$ cat config.mk
export PLATFORM = sky130hd
export DESIGN_NAME = clk_div_pwm_flat
export DESIGN_NICKNAME = d
export VERILOG_FILES = /design/src/rtl/clk_div_pwm_if.sv /design/src/rtl/clk_div_pwm.sv /design/src/flat_wrapper.sv
export SDC_FILE = /design/constraint.sdc
export NUM_CORES = 1
export LEC_CHECK = 0
export ABC_CLOCK_PERIOD_IN_PS = 6500
export CAP_MARGIN = 20
export CELL_PAD_IN_SITES_DETAIL_PLACEMENT = 0
export CELL_PAD_IN_SITES_GLOBAL_PLACEMENT = 1
export CORE_MARGIN = 2
export CORE_UTILIZATION = 48
export DETAILED_ROUTE_END_ITERATION = 8
export PLACE_DENSITY_LB_ADDON = 0.1
export SETUP_SLACK_MARGIN = 0.05
export SLEW_MARGIN = 20
export SYNTH_ARGS = -nofsm -noshare
export SYNTH_HDL_FRONTEND = slang
export SYNTH_SLANG_ARGS = --single-unit
$ cat constraint.sdc
create_clock -name clk -period 6.5 [get_ports clk]
set_clock_uncertainty 0.15 [all_clocks]
set_input_delay 0.975 -clock clk [delete_from_list [all_inputs] [get_ports clk]]
set_output_delay 0.975 -clock clk [all_outputs]
set_load 0.05 [all_outputs]
$ cat src/rtl/clk_div_pwm_if.sv
// Configuration bus for clk_div_pwm: load strobe, period/duty/rate fields and
// the pending flag reported back to the programming side.
interface clk_div_pwm_if #(
  parameter int CNT_W = 8
);
  logic             cfg_load;
  logic [CNT_W-1:0] cfg_period;
  logic [CNT_W-1:0] cfg_duty;
  logic [1:0]       cfg_sel;
  logic             cfg_pending;

  modport master (
    output cfg_load,
    output cfg_period,
    output cfg_duty,
    output cfg_sel,
    input  cfg_pending
  );

  modport slave (
    input  cfg_load,
    input  cfg_period,
    input  cfg_duty,
    input  cfg_sel,
    output cfg_pending
  );
endinterface

$ cat src/rtl/clk_div_pwm.sv
// Single-clock prescaler with /2../16 taps used as step enables, driving a
// double-buffered period/duty PWM generator.
module clk_div_pwm #(
  parameter int CNT_W = 8
) (
  input  logic           clk,
  input  logic           rst_n,
  input  logic           ena,
  clk_div_pwm_if.slave   cfg,
  output logic [3:0]     div_out,
  output logic           and_out,
  output logic           pwm_out,
  output logic           period_tick
);

  logic [3:0]       pre_reg,       pre_next;
  logic [CNT_W-1:0] pcnt_reg,      pcnt_next;
  logic [CNT_W-1:0] p_act_reg,     p_act_next;
  logic [CNT_W-1:0] d_act_reg,     d_act_next;
  logic [1:0]       sel_act_reg,   sel_act_next;
  logic [CNT_W-1:0] p_pend_reg,    p_pend_next;
  logic [CNT_W-1:0] d_pend_reg,    d_pend_next;
  logic [1:0]       sel_pend_reg,  sel_pend_next;
  logic             pending_reg,   pending_next;
  logic             tick_reg,      tick_next;

  logic [3:0] tap_ones;
  logic       step;
  logic       wrap;

  // tap_ones[k]: the low k prescaler bits are all ones, i.e. the last clock of
  // a 2^k-clock step interval.
  assign tap_ones[0] = 1'b1;
  generate
    for (genvar gi = 0; gi < 3; gi++) begin : g_tap
      assign tap_ones[gi+1] = &pre_reg[gi:0];
    end
  endgenerate

  assign step = ena & tap_ones[sel_act_reg];
  assign wrap = step & (pcnt_reg == p_act_reg);

  always_comb begin
    pre_next      = pre_reg;
    pcnt_next     = pcnt_reg;
    p_act_next    = p_act_reg;
    d_act_next    = d_act_reg;
    sel_act_next  = sel_act_reg;
    p_pend_next   = p_pend_reg;
    d_pend_next   = d_pend_reg;
    sel_pend_next = sel_pend_reg;
    pending_next  = pending_reg;
    tick_next     = wrap;

    if (ena) begin
      pre_next = pre_reg + 4'd1;
    end

    if (step) begin
      pcnt_next = wrap ? '0 : pcnt_reg + 1'b1;
    end

    // Config only changes at a period boundary; a load on that same cycle
    // bypasses the pending registers so it is never delayed a full period.
    if (wrap) begin
      if (cfg.cfg_load) begin
        p_act_next   = cfg.cfg_period;
        d_act_next   = cfg.cfg_duty;
        sel_act_next = cfg.cfg_sel;
      end else if (pending_reg) begin
        p_act_next   = p_pend_reg;
        d_act_next   = d_pend_reg;
        sel_act_next = sel_pend_reg;
      end
      pending_next = 1'b0;
    end else if (cfg.cfg_load) begin
      p_pend_next   = cfg.cfg_period;
      d_pend_next   = cfg.cfg_duty;
      sel_pend_next = cfg.cfg_sel;
      pending_next  = 1'b1;
    end
  end

  always_ff @(posedge clk or negedge rst_n) begin
    if (!rst_n) begin
      pre_reg      <= '0;
      pcnt_reg     <= '0;
      p_act_reg    <= '0;
      d_act_reg    <= '0;
      sel_act_reg  <= '0;
      p_pend_reg   <= '0;
      d_pend_reg   <= '0;
      sel_pend_reg <= '0;
      pending_reg  <= 1'b0;
      tick_reg     <= 1'b0;
    end else begin
      pre_reg      <= pre_next;
      pcnt_reg     <= pcnt_next;
      p_act_reg    <= p_act_next;
      d_act_reg    <= d_act_next;
      sel_act_reg  <= sel_act_next;
      p_pend_reg   <= p_pend_next;
      d_pend_reg   <= d_pend_next;
      sel_pend_reg <= sel_pend_next;
      pending_reg  <= pending_next;
      tick_reg     <= tick_next;
    end
  end

  // All outputs decode registers only, so they are free of input-driven glitches.
  assign div_out         = pre_reg;
  assign and_out         = pre_reg[0] & pre_reg[2];
  assign pwm_out         = (pcnt_reg < d_act_reg);
  assign period_tick     = tick_reg;
  assign cfg.cfg_pending = pending_reg;

endmodule

$ cat src/flat_wrapper.sv
// flat-port wrapper written by rule: the top's interface ports become plain ports
module clk_div_pwm_flat 
#(
  parameter int CNT_W = 8
)
  (clk, rst_n, ena, div_out, and_out, pwm_out, period_tick, cfg_cfg_load, cfg_cfg_period, cfg_cfg_duty, cfg_cfg_sel, cfg_cfg_pending);
  clk_div_pwm_if #(.CNT_W(CNT_W)) cfg_i ();
  input  logic clk;
  input  logic rst_n;
  input  logic ena;
  output logic [3:0] div_out;
  output logic and_out;
  output logic pwm_out;
  output logic period_tick;
  input wire logic [$bits(cfg_i.cfg_load)-1:0] cfg_cfg_load;
  input wire logic [$bits(cfg_i.cfg_period)-1:0] cfg_cfg_period;
  input wire logic [$bits(cfg_i.cfg_duty)-1:0] cfg_cfg_duty;
  input wire logic [$bits(cfg_i.cfg_sel)-1:0] cfg_cfg_sel;
  output wire logic [$bits(cfg_i.cfg_pending)-1:0] cfg_cfg_pending;
  assign cfg_i.cfg_load = cfg_cfg_load;
  assign cfg_i.cfg_period = cfg_cfg_period;
  assign cfg_i.cfg_duty = cfg_cfg_duty;
  assign cfg_i.cfg_sel = cfg_cfg_sel;
  assign cfg_cfg_pending = cfg_i.cfg_pending;
  clk_div_pwm #(.CNT_W(CNT_W)) u_core (.clk(clk), .rst_n(rst_n), .ena(ena), .cfg(cfg_i), .div_out(div_out), .and_out(and_out), .pwm_out(pwm_out), .period_tick(period_tick));
endmodule
==> metrics.cfg <==
[critical_path]
crit_family = compound AO/OA/AOI/OAI gates
worstPathCellList = clkdlybuf4s50_1 -> inv_1 -> a221oi_2 -> nand3_2 -> inv_2 -> o21ai_1 -> o2bb2ai_1
path_buf_inv = 3
rr_worst_depth = 8
cp-start-kind = input pin
slowest_delay_ps = 570
r2r_slack_ps = 3100
worstPathRequired_ps = 6520
timing.rr.end = u_core.p_act_reg[3]
path_class = in2reg
rr_startpoint = u_core.div_out[0]
worstSetupEndpointType = flip-flop
crit_fanout = 23
cpMaxStageDelayCell = clkdlybuf4s50_1
cp.arrival_ps = 3800

[cells_and_area]
design_area_um2 = 2930
finalNetCount = 270
fin_cells = 309
multi_input_area_um2 = 1140
n_antenna_cell = 0
drive_above_1_share = 0.0921
nFillCells = 449
regArea_um2 = 1250
syn2layout_area_growth_pct = 17.0

[routing]
num_vias = 1730
first_pass_iters = 7
initialDrtViolationCount = 76
wl_per_cell_um = 16.6
postRouteWirelength_um = 5120
antenna_left = 0
routed_via_density = 5.60
drc = 0

[cts]
cts_sinks = 50
clockBufferDepth = 2
holdBufCountCts = 0
cts_buffers = 5
ctsRootBufferMaster = clkbuf_8
cts_resized = 0
cts_max_level = 2
postCtsSetupBuffers = 0
cts_tree = done
clk_pin_slew_worst_paths_ps = 80
insertion_delay_ps = 300

[run_status]
status = finished clean

[timing]
finalSetupViolCount = 0
finalSetupTns_ps = 0
max_freq_mhz = 265
maxSlewHeadroom = 0.372
period_share = 0.582
min_period_ps = 3780
final_hold_viol_count = 0
maxSlewViolCount = 0
tightestPinTransition_ps = 936
rsz0062_at_grt = no
fin_ws_ps = 2720

[logic_synthesis]
ys_async_sr_fraction = 1.00
synth_top_area_frac = 0.500
synthFlopType = dfrtp_1
syn_nets = 246
synthDistinctLibCells = 36
yosys.area.top_type = dfrtp_1
ys_seq_elements = 50
ys_seq_area_frac = 0.500
synth.avg_cell_area_um2 = 11.7
synthTopCellsByArea = dfrtp_1 50%, ha_1 5.0%, o2bb2ai_1 4.6%
synth_edf_count = 0
yosysWarnings = 0
synth_most_common_cell = dfrtp_1
syn_area_um2 = 2500
netlist_instances = 214
netlist_top_cells_count = 50 x dfrtp_1, 13 x o2bb2ai_1, 13 x xor2_1

[die]
fp.dieH_um = 76.2
initial_core_util = 0.493
core_um2 = 5070
die-area_um2 = 5810
num_io_pins = 30
rows = 26
fp.dieW_um = 76.2

[global_route]
grt_pass1_vias = 1826
antenna_found_initial = 0
grt_pass1_wl_um = 8800
grt_max_degree = 51
track_usage = 0.191
overflow = 0

[worst_hold_path]
min_from = u_core.div_out[3]
holdPathStages = 1
whs_endpoint = u_core.div_out[3]
hp-class = reg2reg

[placement]
dp_hpwl_um = 3600
dp_cells = 301
preCtsSetupSlack_ps = 2370
place.gp.congestion = 0.776
placed_area_um2 = 2820
port_buffers = 29

[power]
p_leak_nw = 1.31
ir_drop_mv = 0.207
p_per_area_nw_per_um2 = 305

[job]
drv_cap = 0

[power by group]
part	switching [W]	internal (W)	total, W
registers	0.0000614	0.000356	0.000418
logic	0.000147	0.000116	0.000263
clock network	0.0000953	0.000115	0.000210
total	0.000303	0.000588	0.000891
[area by class of cell]
| class | instances | share of cell area |
|---|---|---|
| Multi-Input combinational cell | 140 | 0.391 |
| Clock inverter | 1 | 0.0103 |
| Timing Repair Buffer | 30 | 0.101 |
| Sequential cell | 50 | 0.428 |
| Inverter | 11 | 0.0141 |
| Tap cell | 70 | 0.0299 |
| Clock buffer | 7 | 0.0261 |
[layout by cell type, fill, tap and decap left out, drive strengths merged]
cell           count
dfrtp             50
clkdlybuf4s50     28
mux2              20
xor2              13
o2bb2ai           13
a21oi             12
inv               11
nor2              10
and3b             10
ha                10
clkbuf             7
nand4b             5
a32oi              5
nand4              5
nand2              5
o211ai             4
nand3              4
and3               3
a22oi              3
xnor2              3
o21ai              3
mux2i              2
nor4               2
a21o               2
buf                2
a221oi             2
and2               1
nand2b             1
nor2b              1
and4               1
bufinv             1
[how the worst max path moves through the flow]
stage                             startpoint                     to  slack [ps]  cells past startpoint
after floorplan           u_core.pcnt_reg[1]                pwm_out        3070                      5
after global placement                   ena  u_core.sel_act_reg[1]        2570                      7
after detailed placement                 ena    u_core.p_act_reg[3]        2370                      7
after CTS                                ena    u_core.p_act_reg[3]        2700                      7
after global routing                     ena    u_core.p_act_reg[3]        2390                      7
final                                    ena    u_core.p_act_reg[3]        2720                      7
[per-layer routing]
| metal | wire, µm | track usage | up-vias | share of wire |
|---|---|---|---|---|
| met5 | 0 | 0 | - | 0 |
| met4 | 97 | 0.0564 | 0 | 0.019 |
| met3 | 157 | 0.0450 | 10 | 0.031 |
| met2 | 2620 | 0.339 | 27 | 0.51 |
| met1 | 2250 | 0.230 | 856 | 0.44 |
| li1 | - | - | 837 | - |
[worst register-to-register path, delay by kind of cell (launching register included)]
kind	cells	cell delay (ps)
adders and majority gates	2	340
AOI/OAI and AO/OA	3	1320
buffers and inverters	1	460
muxes	1	80
and+or+nand+nor	1	500
DFF	1	420
[kinds of logic (layout without fill, tap and decap cells)]
kind of cell,Yosys count,after routing,synth area share
muxes,22,22,0.0980
xor gates and xnor gates,16,16,0.0560
AOI/OAI and AO/OA,44,44,0.129
adders and majority gates,10,10,0.0500
and+or+nand+nor,48,48,0.124
buffers and inverters,24,49,0.0425
DFF,50,50,0.500
[through the flow]
stage	util	power (W)	hold slack (ps)
after global placement	0.555	0.000672	309
after detailed placement	0.555	0.000689	318
final	0.577	0.000891	323
after global routing	0.577	0.000949	357
after CTS	0.576	0.000902	330
after floorplan	-	0.000593	306
Power figures use the tool's default switching activity.
